`src/rtl/freq_generator_if.sv`:
```
// Request/status bundle for freq_generator.
// The frequency request goes in; the tone and divider status come out.
interface freq_generator_if #(
    parameter int WIDTH = 32
);
    logic [WIDTH-1:0] freq_in;
    logic             load;
    logic             signalOut;
    logic             busy;
    logic [WIDTH-1:0] half_period;
    logic             clamped;

    modport master (
        output freq_in, load,
        input  signalOut, busy, half_period, clamped
    );

    modport slave (
        input  freq_in, load,
        output signalOut, busy, half_period, clamped
    );
endinterface

```
`src/rtl/freq_generator.sv`:
```
// Programmable 50%-duty square-wave source. A restoring divider turns the requested
// frequency into a half-period of CLK_HZ / (2*f) clock cycles.
//
// state | meaning
// IDLE  | no tone, signalOut held low
// DIV   | restoring divider running, one quotient bit per cycle
// RUN   | tone active
module freq_generator #(
    parameter int unsigned CLK_HZ = 50_000_000,
    parameter int          WIDTH  = 32
) (
    input  logic            clock,
    input  logic            reset,
    freq_generator_if.slave bus
);
    localparam int               CW       = (WIDTH > 1) ? $clog2(WIDTH) : 1;
    localparam logic [WIDTH-1:0] DIVIDEND = WIDTH'(CLK_HZ);
    localparam logic [CW-1:0]    LAST_BIT = CW'(WIDTH - 1);

    typedef enum logic [1:0] {
        IDLE = 2'd0,
        DIV  = 2'd1,
        RUN  = 2'd2
    } state_t;

    state_t           state_q, state_d;
    logic             tone_q, tone_d;
    logic             sig_q, sig_d;
    logic [WIDTH-1:0] cnt_q, cnt_d;
    logic [WIDTH-1:0] hp_q, hp_d;
    logic             clamp_q, clamp_d;
    logic [WIDTH:0]   rem_q, rem_d;
    logic [WIDTH:0]   dsr_q, dsr_d;
    logic [WIDTH-1:0] dvd_q, dvd_d;
    logic [CW-1:0]    bit_q, bit_d;

    logic [WIDTH+1:0] rem_sh;
    logic [WIDTH:0]   diff;
    logic             qbit;
    logic [WIDTH-1:0] quot;
    logic             accept;
    logic             commit;
    logic             zero_req;
    logic [WIDTH-1:0] hp_new;
    logic             clamp_new;
    logic [WIDTH-1:0] reload_hp;

    // Divider step: dvd_q shifts the dividend out at the top and the quotient in at the bottom.
    always_comb begin
        rem_sh = {rem_q, dvd_q[WIDTH-1]};
        diff   = rem_sh[WIDTH:0] - dsr_q;
        qbit   = (rem_sh >= {1'b0, dsr_q});
        quot   = {dvd_q[WIDTH-2:0], qbit};
    end

    always_comb begin
        accept    = bus.load && (state_q != DIV);
        commit    = (state_q == DIV) && (bit_q == '0);
        zero_req  = (dsr_q == '0);
        clamp_new = !zero_req && (quot == '0);
        if (zero_req) begin
            hp_new = '0;
        end else if (quot == '0) begin
            hp_new = WIDTH'(1);
        end else begin
            hp_new = quot;
        end
        reload_hp = commit ? hp_new : hp_q;
    end

    always_comb begin
        state_d = state_q;
        tone_d  = tone_q;
        sig_d   = sig_q;
        cnt_d   = cnt_q;
        hp_d    = hp_q;
        clamp_d = clamp_q;
        rem_d   = rem_q;
        dsr_d   = dsr_q;
        dvd_d   = dvd_q;
        bit_d   = bit_q;

        // An old tone keeps running through DIV; a reload coinciding with commit takes the new value.
        if (tone_q) begin
            if (cnt_q == '0) begin
                sig_d = ~sig_q;
                cnt_d = reload_hp - WIDTH'(1);
            end else begin
                cnt_d = cnt_q - WIDTH'(1);
            end
        end

        case (state_q)
            IDLE, RUN: begin
                if (accept) begin
                    state_d = DIV;
                    dsr_d   = {bus.freq_in, 1'b0};
                    dvd_d   = DIVIDEND;
                    rem_d   = '0;
                    bit_d   = LAST_BIT;
                end
            end
            DIV: begin
                rem_d = qbit ? diff : rem_sh[WIDTH:0];
                dvd_d = quot;
                bit_d = bit_q - CW'(1);
                if (commit) begin
                    hp_d    = hp_new;
                    clamp_d = clamp_new;
                    if (zero_req) begin
                        state_d = IDLE;
                        tone_d  = 1'b0;
                        sig_d   = 1'b0;
                        cnt_d   = '0;
                    end else begin
                        state_d = RUN;
                        tone_d  = 1'b1;
                        if (!tone_q) begin
                            cnt_d = hp_new - WIDTH'(1);
                        end
                    end
                end
            end
            default: begin
                state_d = IDLE;
                tone_d  = 1'b0;
                sig_d   = 1'b0;
            end
        endcase
    end

    always_ff @(posedge clock or posedge reset) begin
        if (reset) begin
            state_q <= IDLE;
            tone_q  <= 1'b0;
            sig_q   <= 1'b0;
            cnt_q   <= '0;
            hp_q    <= '0;
            clamp_q <= 1'b0;
            rem_q   <= '0;
            dsr_q   <= '0;
            dvd_q   <= '0;
            bit_q   <= '0;
        end else begin
            state_q <= state_d;
            tone_q  <= tone_d;
            sig_q   <= sig_d;
            cnt_q   <= cnt_d;
            hp_q    <= hp_d;
            clamp_q <= clamp_d;
            rem_q   <= rem_d;
            dsr_q   <= dsr_d;
            dvd_q   <= dvd_d;
            bit_q   <= bit_d;
        end
    end

    assign bus.signalOut   = sig_q;
    assign bus.busy        = (state_q == DIV);
    assign bus.half_period = hp_q;
    assign bus.clamped     = clamp_q;
endmodule

```
`src/flat_wrapper.sv`:
```
// flat-port wrapper written by rule: the top's interface ports become plain ports
module freq_generator_flat 
#(
    parameter int unsigned CLK_HZ = 50_000_000,
    parameter int          WIDTH  = 32
)
  (clock, reset, bus_freq_in, bus_load, bus_signalOut, bus_busy, bus_half_period, bus_clamped);
  freq_generator_if #(.WIDTH(WIDTH)) bus_i ();
  input  logic clock;
  input  logic reset;
  input wire logic [$bits(bus_i.freq_in)-1:0] bus_freq_in;
  input wire logic [$bits(bus_i.load)-1:0] bus_load;
  output wire logic [$bits(bus_i.signalOut)-1:0] bus_signalOut;
  output wire logic [$bits(bus_i.busy)-1:0] bus_busy;
  output wire logic [$bits(bus_i.half_period)-1:0] bus_half_period;
  output wire logic [$bits(bus_i.clamped)-1:0] bus_clamped;
  assign bus_i.freq_in = bus_freq_in;
  assign bus_i.load = bus_load;
  assign bus_signalOut = bus_i.signalOut;
  assign bus_busy = bus_i.busy;
  assign bus_half_period = bus_i.half_period;
  assign bus_clamped = bus_i.clamped;
  freq_generator #(.CLK_HZ(CLK_HZ), .WIDTH(WIDTH)) u_core (.clock(clock), .reset(reset), .bus(bus_i));
endmodule
```
`config.mk`:
```
export PLATFORM = sky130hd
export DESIGN_NAME = freq_generator_flat
export DESIGN_NICKNAME = d
export VERILOG_FILES = /design/src/rtl/freq_generator_if.sv /design/src/rtl/freq_generator.sv /design/src/flat_wrapper.sv
export SDC_FILE = /design/constraint.sdc
export NUM_CORES = 1
export LEC_CHECK = 0
export ABC_AREA = 1
export CAP_MARGIN = 20
export CORE_UTILIZATION = 55
export CTS_BUF_LIST = sky130_fd_sc_hd__clkbuf_2
export DETAILED_ROUTE_END_ITERATION = 16
export PLACE_DENSITY = 0.77
export SYNTH_ARGS = -nofsm -noshare
export SYNTH_HDL_FRONTEND = slang
export SYNTH_SLANG_ARGS = --single-unit
```
`constraint.sdc`:
```
create_clock -name clock -period 5.3 [get_ports clock]
set_clock_uncertainty 0.15 [all_clocks]
set_input_delay 0.53 -clock clock [delete_from_list [all_inputs] [get_ports clock]]
set_output_delay 0.53 -clock clock [all_outputs]
set_load 0.02 [all_outputs]
```
==> results.yml <==
layout:
  fin_util_pct: 61.4
  fin_cells: 2038
  nets: 1820
  ff_latch_area_sq_um: 4280
  drive_gt1_share_pct: 9.36
  multi_input_area_sq_um: 6370
  mostFrequentLayoutCell: "nand2_1"
  final_cell_area_sq_um: 12900
  fillers: 2055
  area_growth_pct: 9.48
  final_cell_mix: "nand2_1 (424), inv_1 (188), dfrtp_1 (171)"
placed_design:
  place_congestion: 0.996
  portBuffers: 69
  dp_hpwl_um: 26600
  postPlaceCellArea_sq_um: 12700
  dp.cells: 2005
synthesis:
  synthDistinctLibCells: 50
  ys_async_sr_fraction_pct: 100
  yosys_most_used_dff: "dfrtp_1"
  synth_cells: 1702
  syn_area_sq_um: 11800
  seq_area_frac_synth_pct: 36.3
  synth_edf_count: 0
  synth_area_per_cell_sq_um: 6.93
  synth-seq-cells: 171
  yosys_warnings: 0
  syn_nets: 1773
clocking:
  clk_path_buf_depth: 2
  cts_buffers: 17
  cts_hold_buf: 0
  clock_latency_ns: 0.82
  clockRootBuffer: "clkbuf_2"
  cts_tree: "yes"
  cts_setup_buffers: 0
  cts.repair.resized: 0
  cts_sinks: 171
  clk_pin_slew_ns: 0.30
  cts-htree-levels: 4
drt:
  wl_per_cell_um: 17.5
  drc: 0
  routed_via_density: 5.73
  vias: 11700
  drt_iter0_markers: 1098
  drtPass1Iterations: 10
  drtAntennaViolNets: 0
  wl_um: 35700
sta:
  setup_tns_ns: 0
  worst-slew-pin-transition_ns: 1.00
  hold_violations: 0
  rsz0062_at_grt: "no"
  min_period_ns: 4.16
  maxSlewHeadroom_pct: 33.3
  period_share_pct: 78.6
  fmax_mhz: 240
  maxSlewViolCount: 0
  setup_viol: 0
global_routing:
  grt.overflow.total: 0
  antenna_found_initial: 2
  grt_pass1_wl_um: 57800
  grt_usage_pct: 33.8
  grt_pass1_vias: 10900
  grt_max_degree: 172
power:
  leakagePower_nw: 6.33
  p_int_w: 0.00400
  switching_share_pct: 53.3
  power.density_nw_per_um2: 664
  p_comb_share_pct: 64.6
  clockPowerShare_pct: 8.2
  seqPwrFrac_pct: 27.2
  p_switching_w: 0.00457
  finalPower_w: 0.00857
  irDropWorstVdd_mv: 0.476
critical_path:
  critPathBufInv: 4
  cp_slowest_cell: "dfrtp_1"
  crit_chain: "inv_1 -> ha_1 -> nand2_1 -> nor3_2 -> inv_2 -> nor2_4 -> buf_12 -> inv_2 -> nand2_1 -> nand3_1 -> nand2_2 -> ha_1 -> nand3_1 -> nor2_2 -> nand2_1 -> nor2_1 -> nand2_1 -> xnor2_1 -> a21oi_1"
  cp.required_ns: 5.84
  cp.arrival_ns: 4.70
  slowest_delay_ns: 0.45
  cp_max_fo: 35
  endpoint_kind: "register"
  r2r_start: "u_core.bit_q[1]"
  crit_type: "reg2reg"
  rr_endpoint: "u_core.cnt_q[26]"
  start_kind: "register"
  cp_top_family: "simple AND/OR/NAND/NOR gates"
  crit_top_cell: "nand2_1"
  worst_r2r_path_depth: 19
  timing.reg2reg.setup_slack_ns: 1.14
hold_path:
  holdPathStages: 3
  holdPathEnd: "u_core.dsr_q[11]"
  holdCritPathClass: "in2reg"
  worstHoldStart: "bus_freq_in[10]"
flow_run:
  cap_violations: 0
floorplan:
  start_util_pct: 56.1
  row_count: 53
  dieArea_sq_um: 22000
  die_w_um: 148
  pin_count: 70
  coreArea_sq_um: 21000
  die_h_um: 148
status:
  status: "complete, no violations"
## area by class of cell
type / count / area share (%)
multi-input combinational: 1244 / 49.3
sequential: 171 / 33.1
antenna: 1 / 0.0194
clock inverter: 14 / 1.02
inverter: 231 / 6.74
tap: 275 / 2.66
clock buffer: 18 / 0.698
timing repair buffer: 84 / 6.41
## cell families after synthesis
group                      Yosys count  share of synthesized area [%]
buffers and inverters              287                           9.80
DFF                                171                           36.3
and+or+nand+nor                    841                           31.4
adders and majority gates           36                           3.88
xor gates and xnor gates            37                           2.75
AOI/OAI and AO/OA                  330                           15.9
## power groups by stage
stage	logic [W]	clock network (W)	registers, W
global placement	0.00532	0	0.00234
global route	0.00620	0.000767	0.00240
detailed placement	0.00542	0	0.00235
floorplan	0.00401	0	0.00233
CTS	0.00545	0.000709	0.00232
finish	0.00554	0.000699	0.00233
## Yosys cell counts (3+ instances only)
library cell | instances | area share (%)
nand2_1 | 425 | 14
inv_1 | 189 | 6.0
dfrtp_1 | 171 | 36
nor2_1 | 170 | 5.4
a21oi_1 | 140 | 5.9
nand3_1 | 123 | 5.2
o21ai_0 | 86 | 3.6
inv_2 | 39 | 1.2
ha_1 | 35 | 3.7
clkbuf_1 | 33 | 1.1
nand4_1 | 27 | 1.4
nand2_2 | 23 | 1.2
xnor2_1 | 21 | 1.6
o22ai_1 | 20 | 1.1
nor2_2 | 17 | 0.90
nor3_1 | 16 | 0.68
xor2_1 | 16 | 1.2
o211ai_1 | 14 | 0.89
a22oi_1 | 13 | 0.83
nand3_2 | 12 | 1.0
o21ai_1 | 10 | 0.42
o21bai_1 | 10 | 0.64
buf_2 | 9 | 0.38
o21ai_2 | 8 | 0.59
nor2_4 | 7 | 0.67
a21o_1 | 6 | 0.38
a31oi_1 | 6 | 0.32
buf_4 | 6 | 0.38
buf_6 | 6 | 0.57
nor4_1 | 6 | 0.32
o221ai_1 | 4 | 0.30
clkinv_1 | 3 | 0.095
o21a_1 | 3 | 0.19
o31ai_1 | 3 | 0.19
or2_2 | 3 | 0.16
## sequential cells by signal (all words and copies together) (netlist names)
register / cells
u_core.state_q: 2
u_core.bit_q: 5
u_core.dsr_q: 32
u_core.bus.clamped: 1
u_core.rem_q: 33
u_core.bus.signalOut: 1
u_core.cnt_q: 32
u_core.dvd_q: 32
u_core.tone_q: 1
u_core.bus.half_period: 32
## layer usage
metal / part of all wire [%] / track usage (%) / up-vias
met3: 7.6 / 5.83 / 56
li1: - / - / 5661
met5: 0.036 / 0 / -
met1: 47 / 50.4 / 5495
met2: 43 / 49.8 / 458
met4: 1.9 / 9.38 / 2
## worst register-to-register path, cell delays in order (launching register included)
cell     delay, ns
dfrtp_1       0.45
inv_1         0.10
ha_1          0.20
nand2_1       0.10
nor3_2        0.16
inv_2         0.08
nor2_4        0.33
buf_12        0.27
inv_2         0.34
nand2_1       0.19
nand3_1       0.10
nand2_2       0.17
ha_1          0.20
nand3_1       0.11
nor2_2        0.22
nand2_1       0.17
nor2_1        0.30
nand2_1       0.15
xnor2_1       0.16
a21oi_1       0.08
## worst max path at each step
stage | depth (start not counted) | slack [ns] | end | startpoint
global placement | 19 | 1.39 | u_core.cnt_q[26] | u_core.bit_q[0]
finish | 19 | 1.14 | u_core.cnt_q[26] | u_core.bit_q[1]
floorplan | 22 | 2.23 | u_core.cnt_q[30] | u_core.rem_q[7]
CTS | 19 | 1.23 | u_core.cnt_q[26] | u_core.bit_q[1]
detailed placement | 19 | 1.31 | u_core.cnt_q[26] | u_core.bit_q[0]
global route | 19 | 0.81 | u_core.cnt_q[26] | u_core.bit_q[0]
## stage by stage
step                hold WS, ns  setup WS (ns)
global placement          0.337           1.39
finish                   0.0875           1.14
detailed placement        0.345           1.31
CTS                      0.0348           1.23
global route             0.0166          0.815
floorplan                 0.319           2.23
Note: power is estimated with default switching activity, not from simulation.
